## config.mk

```make
export PLATFORM = sky130hd
export DESIGN_NAME = instruction_cache
export DESIGN_NICKNAME = d
export VERILOG_FILES = /design/src/rtl/icache_pkg.sv /design/src/rtl/icache_line_array.sv /design/src/rtl/instruction_cache.sv
export SDC_FILE = /design/constraint.sdc
export NUM_CORES = 1
export LEC_CHECK = 0
export CORE_ASPECT_RATIO = 0.75
export CORE_MARGIN = 2
export CORE_UTILIZATION = 25
export CTS_BUF_LIST = sky130_fd_sc_hd__clkbuf_8
export DETAILED_ROUTE_END_ITERATION = 12
export PLACE_DENSITY = 0.39
export SLEW_MARGIN = 20
export SYNTH_ARGS = -nofsm -noshare
export SYNTH_HDL_FRONTEND = slang
export SYNTH_SLANG_ARGS = --single-unit
```

## constraint.sdc

```tcl
create_clock -name CLK -period 13.12 [get_ports CLK]
set_clock_uncertainty 0.05 [all_clocks]
set_input_delay 3.28 -clock CLK [delete_from_list [all_inputs] [get_ports CLK]]
set_output_delay 3.28 -clock CLK [all_outputs]
set_load 0.01 [all_outputs]
```

## src/rtl/icache_pkg.sv

```systemverilog
// Shared types and constants for the direct-mapped instruction cache.
// Block geometry, the controller state encoding and the word-select helper.
package icache_pkg;

    localparam int unsigned BLOCK_W         = 128;
    localparam int unsigned WORD_W          = 32;
    localparam int unsigned MEM_ADDR_W      = 28;
    localparam int unsigned WORDS_PER_BLOCK = BLOCK_W / WORD_W;
    localparam int unsigned WORD_SEL_W      = 2;
    localparam int unsigned WORD_SEL_LSB    = 2;
    localparam int unsigned BLOCK_OFS_W     = 4;

    typedef enum logic [1:0] {
        S_IDLE     = 2'd0,
        S_MEM_READ = 2'd1,
        S_UPDATE   = 2'd2
    } icache_state_e;

    // Word n of a block occupies bits [32n+31:32n].
    function automatic logic [WORD_W-1:0] select_word(
        input logic [BLOCK_W-1:0]    block,
        input logic [WORD_SEL_W-1:0] sel
    );
        return block[sel*WORD_W +: WORD_W];
    endfunction

endpackage

```

## src/rtl/icache_line_array.sv

```systemverilog
// Valid/tag/data storage for the instruction cache: one write port driven by
// the fill FSM, one combinational read port; valid bits clear asynchronously.
module icache_line_array
    import icache_pkg::*;
#(
    parameter int unsigned NUM_SETS = 8,
    parameter int unsigned IDX_W    = $clog2(NUM_SETS),
    parameter int unsigned TAG_W    = MEM_ADDR_W - IDX_W
) (
    input  logic               clk,
    input  logic               rst_n,
    input  logic               wr_en,
    input  logic [IDX_W-1:0]   wr_idx,
    input  logic [TAG_W-1:0]   wr_tag,
    input  logic [BLOCK_W-1:0] wr_data,
    input  logic [IDX_W-1:0]   rd_idx,
    output logic               rd_valid,
    output logic [TAG_W-1:0]   rd_tag,
    output logic [BLOCK_W-1:0] rd_data
);

    logic [NUM_SETS-1:0] valid;
    logic [TAG_W-1:0]    tags  [NUM_SETS];
    logic [BLOCK_W-1:0]  blocks[NUM_SETS];

    always_ff @(posedge clk or negedge rst_n) begin
        if (!rst_n) begin
            valid <= '0;
        end else if (wr_en) begin
            valid[wr_idx] <= 1'b1;
        end
    end

    // Tag and data need no reset: they are only observed through a set valid bit.
    always_ff @(posedge clk) begin
        if (wr_en) begin
            tags[wr_idx]   <= wr_tag;
            blocks[wr_idx] <= wr_data;
        end
    end

    assign rd_valid = valid[rd_idx];
    assign rd_tag   = tags[rd_idx];
    assign rd_data  = blocks[rd_idx];

endmodule

```

## src/rtl/instruction_cache.sv

```systemverilog
// Direct-mapped read-only instruction cache with zero-latency hits and a
// block-read miss handler. Define ICACHE_STATS_EN to add hit/miss counters.
module instruction_cache
    import icache_pkg::*;
#(
    parameter int unsigned NUM_SETS = 8
) (
    input  logic                  CLK,
    input  logic                  RESET,
    input  logic                  CPU_READ,
    input  logic [31:0]           PC,
    output logic [WORD_W-1:0]     INSTRUCTION,
    output logic                  BUSYWAIT,
    output logic                  MEM_READ,
    output logic [MEM_ADDR_W-1:0] MEM_ADDRESS,
    input  logic [BLOCK_W-1:0]    MEM_READDATA,
    input  logic                  MEM_BUSYWAIT
`ifdef ICACHE_STATS_EN
    ,
    output logic [31:0]           HIT_COUNT,
    output logic [31:0]           MISS_COUNT
`endif
);

    localparam int unsigned IDX_W = $clog2(NUM_SETS);
    localparam int unsigned TAG_W = MEM_ADDR_W - IDX_W;

    icache_state_e state, state_next;

    logic [MEM_ADDR_W-1:0] pc_block;
    logic [IDX_W-1:0]      pc_idx;
    logic [TAG_W-1:0]      pc_tag;
    logic [WORD_SEL_W-1:0] pc_word;
    logic                  unused_pc_lsb;

    logic [MEM_ADDR_W-1:0] miss_addr;
    logic                  line_valid;
    logic [TAG_W-1:0]      line_tag;
    logic [BLOCK_W-1:0]    line_data;

    logic lookup_hit;
    logic hit;
    logic miss_start;
    logic fill_en;
    logic busy;

    assign pc_block      = PC[31:BLOCK_OFS_W];
    assign pc_idx        = pc_block[IDX_W-1:0];
    assign pc_tag        = pc_block[MEM_ADDR_W-1:IDX_W];
    assign pc_word       = PC[WORD_SEL_LSB +: WORD_SEL_W];
    assign unused_pc_lsb = ^PC[1:0];

    icache_line_array #(
        .NUM_SETS (NUM_SETS),
        .IDX_W    (IDX_W),
        .TAG_W    (TAG_W)
    ) u_lines (
        .clk      (CLK),
        .rst_n    (RESET),
        .wr_en    (fill_en),
        .wr_idx   (miss_addr[IDX_W-1:0]),
        .wr_tag   (miss_addr[MEM_ADDR_W-1:IDX_W]),
        .wr_data  (MEM_READDATA),
        .rd_idx   (pc_idx),
        .rd_valid (line_valid),
        .rd_tag   (line_tag),
        .rd_data  (line_data)
    );

    assign lookup_hit = CPU_READ && line_valid && (line_tag == pc_tag);

    always_ff @(posedge CLK or negedge RESET) begin
        if (!RESET) begin
            state <= S_IDLE;
        end else begin
            state <= state_next;
        end
    end

    always_comb begin
        state_next = state;
        busy       = 1'b0;
        MEM_READ   = 1'b0;
        hit        = 1'b0;
        miss_start = 1'b0;
        fill_en    = 1'b0;
        case (state)
            S_IDLE: begin
                if (lookup_hit) begin
                    hit = 1'b1;
                end else if (CPU_READ) begin
                    busy       = 1'b1;
                    miss_start = 1'b1;
                    state_next = S_MEM_READ;
                end
            end
            S_MEM_READ: begin
                busy     = 1'b1;
                MEM_READ = 1'b1;
                if (!MEM_BUSYWAIT) begin
                    fill_en    = 1'b1;
                    state_next = S_UPDATE;
                end
            end
            S_UPDATE: begin
                busy       = 1'b1;
                state_next = S_IDLE;
            end
            default: state_next = S_IDLE;
        endcase
    end

    // Gated by RESET so the stall drops while reset is held, even with a pending miss request.
    assign BUSYWAIT    = busy && RESET;
    assign INSTRUCTION = hit ? select_word(line_data, pc_word) : '0;

    always_ff @(posedge CLK or negedge RESET) begin
        if (!RESET) begin
            miss_addr <= '0;
        end else if (miss_start) begin
            miss_addr <= pc_block;
        end
    end

    assign MEM_ADDRESS = miss_addr;

`ifdef ICACHE_STATS_EN
    always_ff @(posedge CLK or negedge RESET) begin
        if (!RESET) begin
            HIT_COUNT  <= '0;
            MISS_COUNT <= '0;
        end else begin
            if (hit)        HIT_COUNT  <= HIT_COUNT + 32'd1;
            if (miss_start) MISS_COUNT <= MISS_COUNT + 32'd1;
        end
    end
`else
    // Statistics counters are compiled out in this build.
`endif

endmodule

```

[After elaboration in Yosys (flattened, before gate mapping)]
Memory sizes are Yosys's and may differ from the RTL's.
Index checks and enable logic that the tools add are counted.
Word-level totals
  memories: 2
  word-level logic and storage cells: 43
  flip-flop bits (word level): 38
  output and inout bits: 62
  RAM bits: 1224
Cells by class
  shift operators: 1
  muxes and demuxes: 20
  order comparisons: 3
  equality and inequality tests: 6
  bitwise gates (word level): 1
  reductions and logical operators: 7
Memories
  u_lines.blocks: words 8, width 128, rd ports 1, clocked after Yosys merged registers in 0, wr ports 1, line icache_line_array.sv:24  | logic [BLOCK_W-1:0] blocks[NUM_SETS];
  u_lines.tags: words 8, width 25, rd ports 1, clocked after Yosys merged registers in 0, wr ports 1, line icache_line_array.sv:23  | logic [TAG_W-1:0] tags [NUM_SETS];
Operator list (count)
  128-bit by 8-bit indexed part select with 32-bit output: 1
  32-bit two-way mux: 1
  25-bit == test: 1
  1-bit two-way mux: 12
  3-bit by 4-bit less-than comparator with 1-bit output, second input constant: 2
  8-bit bitwise OR: 1
  2-bit two-way mux: 3
  2-bit != test, second input constant: 3
  1-bit logical AND: 4
  2-bit case mux with 2 select lines: 1
  1-bit binary-select mux with 3-bit select: 1
  1-bit demux with 3-bit select: 1
  3-bit by 1-bit >= comparator with 1-bit output, second input constant: 1
  3-bit AND reduction: 1
  2-bit by 1-bit == test with 1-bit output, second input constant: 1
  2-bit == test, second input constant: 1
  2-bit logical NOT: 1
  1-bit case mux with 2 select lines: 1
  2-bit OR reduction: 1

[Depth between registers and ports, before layout]
  depth after elaboration: 7
  gate-level depth with buffers: 12

[By module]
From an unflattened synthesis, not the netlist that was laid out.
Unflattened totals
  cell total of the unflattened synthesis: 1996
  area, all modules: 48893.1 um^2
Modules (own cells, without submodules)
  icache_line_array: area an instance 46259.4 um^2, cells each 1803, sequential area each 36955.4 um^2, times used 1
  instruction_cache: area an instance 2633.8 um^2, cells each 193, sequential area each 750.7 um^2, times used 1

[Least setup slack after synthesis]
No wires, ideal clock.
  path kind: input to register
  start point: in MEM_BUSYWAIT
  end point: reg u_lines.valid[0]
  stages: 3
  arrival: 15.069 ns
  data required time: 12.939 ns
  path buffers: 0
  setup slack: -2.131 ns
  cells stage by stage: or3b_2 > nor3_1 > or2_2
Between the ends
  longest elaborated chain between the ends: 2
RTL lines
  start, declared: line instruction_cache.sv:17  | input logic MEM_BUSYWAIT
  1-bit two-way mux: line instruction_cache.sv:100  | if (!MEM_BUSYWAIT) begin
  1-bit two-way mux: line instruction_cache.sv:87  | case (state)
  end signal, assigned: line icache_line_array.sv:28  | valid <= '0;
  end signal, assigned by index: line icache_line_array.sv:30  | valid[wr_idx] <= 1'b1;
  end, declared: line icache_line_array.sv:22  | logic [NUM_SETS-1:0] valid;
No other way between the ends.
A chain may end at the register's enable or synchronous reset.

[Final worst setup path]
  start point: in PC[4]
  end point: out INSTRUCTION[8]
Between the ends
  longest elaborated chain between the ends: 7
  elaborated cells between the ends (all ways): 11
  those cells by class: eq/ne: 1; shift: 1; mux: 5; reduce/logical: 2; memory: 2
RTL lines
  start, declared: line instruction_cache.sv:11  | input logic [31:0] PC,
  branches (longest 6 deep; another with memory 8 x 128 bit)
  32-bit two-way mux (*): line instruction_cache.sv:115  | assign INSTRUCTION = hit ? select_word(line_data, pc_word) : '0;
  end, declared: line instruction_cache.sv:12  | output logic [WORD_W-1:0] INSTRUCTION,
Every way passes the cells marked *. The select of a mux whose other input is x is not followed.

==> flow_summary.toml <==
[cts]
cts_resized = 0
root_buffer = "clkbuf_8"
tritoncts = "done"
cts_hold_buf = 0
postCtsSetupBuffers = 0
numCtsBuffers = 207
h-tree-depth = 4
clock_latency_ns = 0.90
clkTransAtPathRegs_ns = 0.06
clock_path_buffers = 3
clock_sinks = 1262

[cells_and_area]
layoutNonFillerInstCount = 5099
drive_gt1_share_pct = 28.08
fin_area_sq_um = 57730
final_nets = 2551
nFillCells = 18610
utilization_pct = 29.82
area_growth_pct = 18.96

[detailed_routing]
ant_nets = 0
vias_per_cell = 4.325
wire_per_inst_microns = 25.04
detail_route.iter0.violations = 1461
vias = 22050
totalWireLength_microns = 127700
firstDrtPassIters = 5
drc = 0

[placement]
dp_hpwl_microns = 68100
dp.cells = 4729
io_buffers = 223
gp_congestion = 0.7215
place_area_sq_um = 53940
post-place-ws_ns = 1.868

[logic_synthesis]
yosysUniqueCellTypes = 49
yosysWarningCount = 0
synth_nets = 2172
synthesis.area_sq_um = 48530
synthTopCellsByCount = "edfxtp_1, mux4_2, mux2i_1, nor2_1, clkbuf_1"
syn_inst = 2004
seq_area_frac_synth_pct = 77.70
ys_ff_latch = 1262
yosysMostFrequentCell = "edfxtp_1"
ys.flop_type = "edfxtp_1"
synth_top_area_cell = "edfxtp_1"
synth-edff-count = 1224
synth_area_leaders = "edfxtp_1, mux4_2, dfrtp_1"
avgSynthCellArea_sq_um = 24.22
synth.top_cell.area_share_pct = 75.74
async_reset_ff_share_pct = 3.011

[power]
p_per_area_nw_per_um2 = 160.1
pwr-share-comb_pct = 11.1
power_leakage_uw = 0.01813
p_sw_share_pct = 25.09
p_switching_uw = 2319
p_clk_share_pct = 34.3
power_frac_seq_pct = 54.6
internal_power_uw = 6925
ir_drop_mv = 0.08379

[setup_path]
critPathMostFrequentCell = "nand4_1"
critical_path.cell_chain = "buf_8 -> buf_16 -> buf_12 -> nand2b_1 -> o22ai_1 -> o21ai_0 -> nand4_1 -> nor4_1 -> nand4_1 -> buf_4 -> nor2_1 -> clkdlybuf4s50_1"
criticalPathCategory = "in -> out"
cpPeakStageDelay_ns = 0.65
cp_top_family = "buffers and inverters"
cp.required_ns = 9.79
ff2ff_path_depth = 8
slowest_stage = "buf_12"
critPathMaxFanout = 92
r2r_end = "MEM_ADDRESS[23]"
rrSetupSlack_ns = 9.01
crit_start = "PC[4]"
reg2reg_from = "u_lines.tags[7][24]"
crit_end = "INSTRUCTION[8]"
critPathLaunchType = "input pin"
worstSetupEndpointType = "output port"
cp.arrival_ns = 7.70
path_depth = 12
path_buf_inv = 5

[timing]
fin_ws_ns = 2.089
finalCritPeriodShare_pct = 84.08
min_period_ns = 11.03
rsz0062_at_grt = "false"
setup-tns-final_ns = 0
final_max_slew_viol_count = 0
slew_headroom_pct = 26.99
clock.fmax_ghz = 0.09065
hold_viol = 0
tightest_slew_ns = 1.095
setup_viol = 0

[die]
initial_core_util_pct = 25.07
dieArea_sq_um = 197700
boundaryPins = 226
die_y_microns = 385.6
die_width_microns = 512.7
core_area_sq_um = 193600
row_count = 140

[run]
drv_cap = 0

[grt]
grt_max_degree = 103
track_usage_pct = 12.86
grt-ovfl-total = 0
grtUsageMet3_pct = 3.098
globalRouteMet2Util_pct = 22.56
grt_pass1_vias = 24380
antenna_found_initial = 30
grt_pass1_wl_microns = 181100
grt-busiest-layer = "met2"
grt_util_met1_pct = 15.82

[status]
outcome = "complete, no violations"

[worst_hold_path]
min_path_type = "reg -> reg"
hold_path_depth = 1
-- cell usage in the layout (no fill, tap or decap), types with 7 or more instances in the layout --
cell | Yosys | routed
nand2_1 | 10 | 10
edfxtp_1 | 1224 | 1224
mux2_2 | 17 | 17
clkbuf_8 | 0 | 210
a22oi_1 | 10 | 10
clkinv_2 | 0 | 20
nand3_1 | 7 | 7
diode_2 | 0 | 7
mux2_4 | 20 | 20
clkdlybuf4s50_1 | 0 | 217
mux4_2 | 350 | 350
or2_2 | 8 | 8
inv_1 | 4 | 65
clkinv_1 | 0 | 52
nor2_1 | 43 | 37
dfrtp_1 | 38 | 38
nand4_1 | 11 | 11
buf_4 | 6 | 38
xor2_1 | 16 | 16
mux2i_1 | 85 | 85
-- power by group through the flow --
| stage | sequential, uW | clock (uW) | combinational [uW] |
|---|---|---|---|
| floorplan | 5150 | 0 | 548 |
| global placement | 5100 | 0 | 1060 |
| detailed placement | 5130 | 0 | 1070 |
| CTS | 5050 | 3320 | 1070 |
| global route | 5080 | 3490 | 1110 |
| finish | 5050 | 3170 | 1030 |
-- logic make-up after synthesis --
kind of cell             share of synthesized area (%)
flip-flops                                       77.70
AND/OR/NAND/NOR                                  1.207
multiplexers                                     19.01
adder cells (fa/ha/maj)                         0.1031
buffers and inverters                            1.057
AO/OA/AOI/OAI                                   0.6369
XOR/XNOR                                        0.2888
-- state kept, by name, summed over array words and instances, names as in the netlist --
| signal | count |
|---|---|
| u_lines.blocks | 1024 |
| u_lines.tags | 200 |
| MEM_ADDRESS | 28 |
| u_lines.valid | 8 |
| state | 2 |
-- area by class of cell --
cell class | count | area, sq um | area share [%]
timing repair buffer | 268 | 2670 | 4.625
antenna | 7 | 17.52 | 0.03034
inverter | 4 | 15.01 | 0.02601
clock inverter | 153 | 867.1 | 1.502
tap | 2556 | 3198 | 5.540
sequential | 1262 | 37710 | 65.32
multi-input combinational | 640 | 10380 | 17.98
clock buffer | 209 | 2877 | 4.983
-- metal layers --
metal / up-vias / wire (microns) / share of wire [%]
li1: 9417 / - / -
met1: 11890 / 53500 / 42
met2: 500 / 65540 / 51
met3: 220 / 6297 / 4.9
met4: 22 / 2190 / 1.7
met5: - / 149 / 0.12
-- per-stage QoR --
| step | hold WS [ns] | total power, uW |
|---|---|---|
| 2_1_floorplan | 0.3837 | 5699 |
| 3_5_place_dp | 0.4030 | 6205 |
| 3_3_place_gp | 0.3961 | 6164 |
| 6_report | 0.4126 | 9244 |
| 5_1_grt | 0.4297 | 9685 |
| 4_1_cts | 0.4197 | 9446 |
-- worst min path at each step --
stage / start / slack, ns / endpoint
floorplan: u_lines.valid[3] / 0.38 / u_lines.valid[3]
global placement: u_lines.valid[4] / 0.40 / u_lines.valid[4]
detailed placement: u_lines.valid[6] / 0.40 / u_lines.valid[6]
CTS: u_lines.valid[3] / 0.42 / u_lines.valid[3]
global route: u_lines.valid[6] / 0.43 / u_lines.valid[6]
finish: u_lines.valid[3] / 0.41 / u_lines.valid[3]
Note: power is estimated with default switching activity, not from simulation.
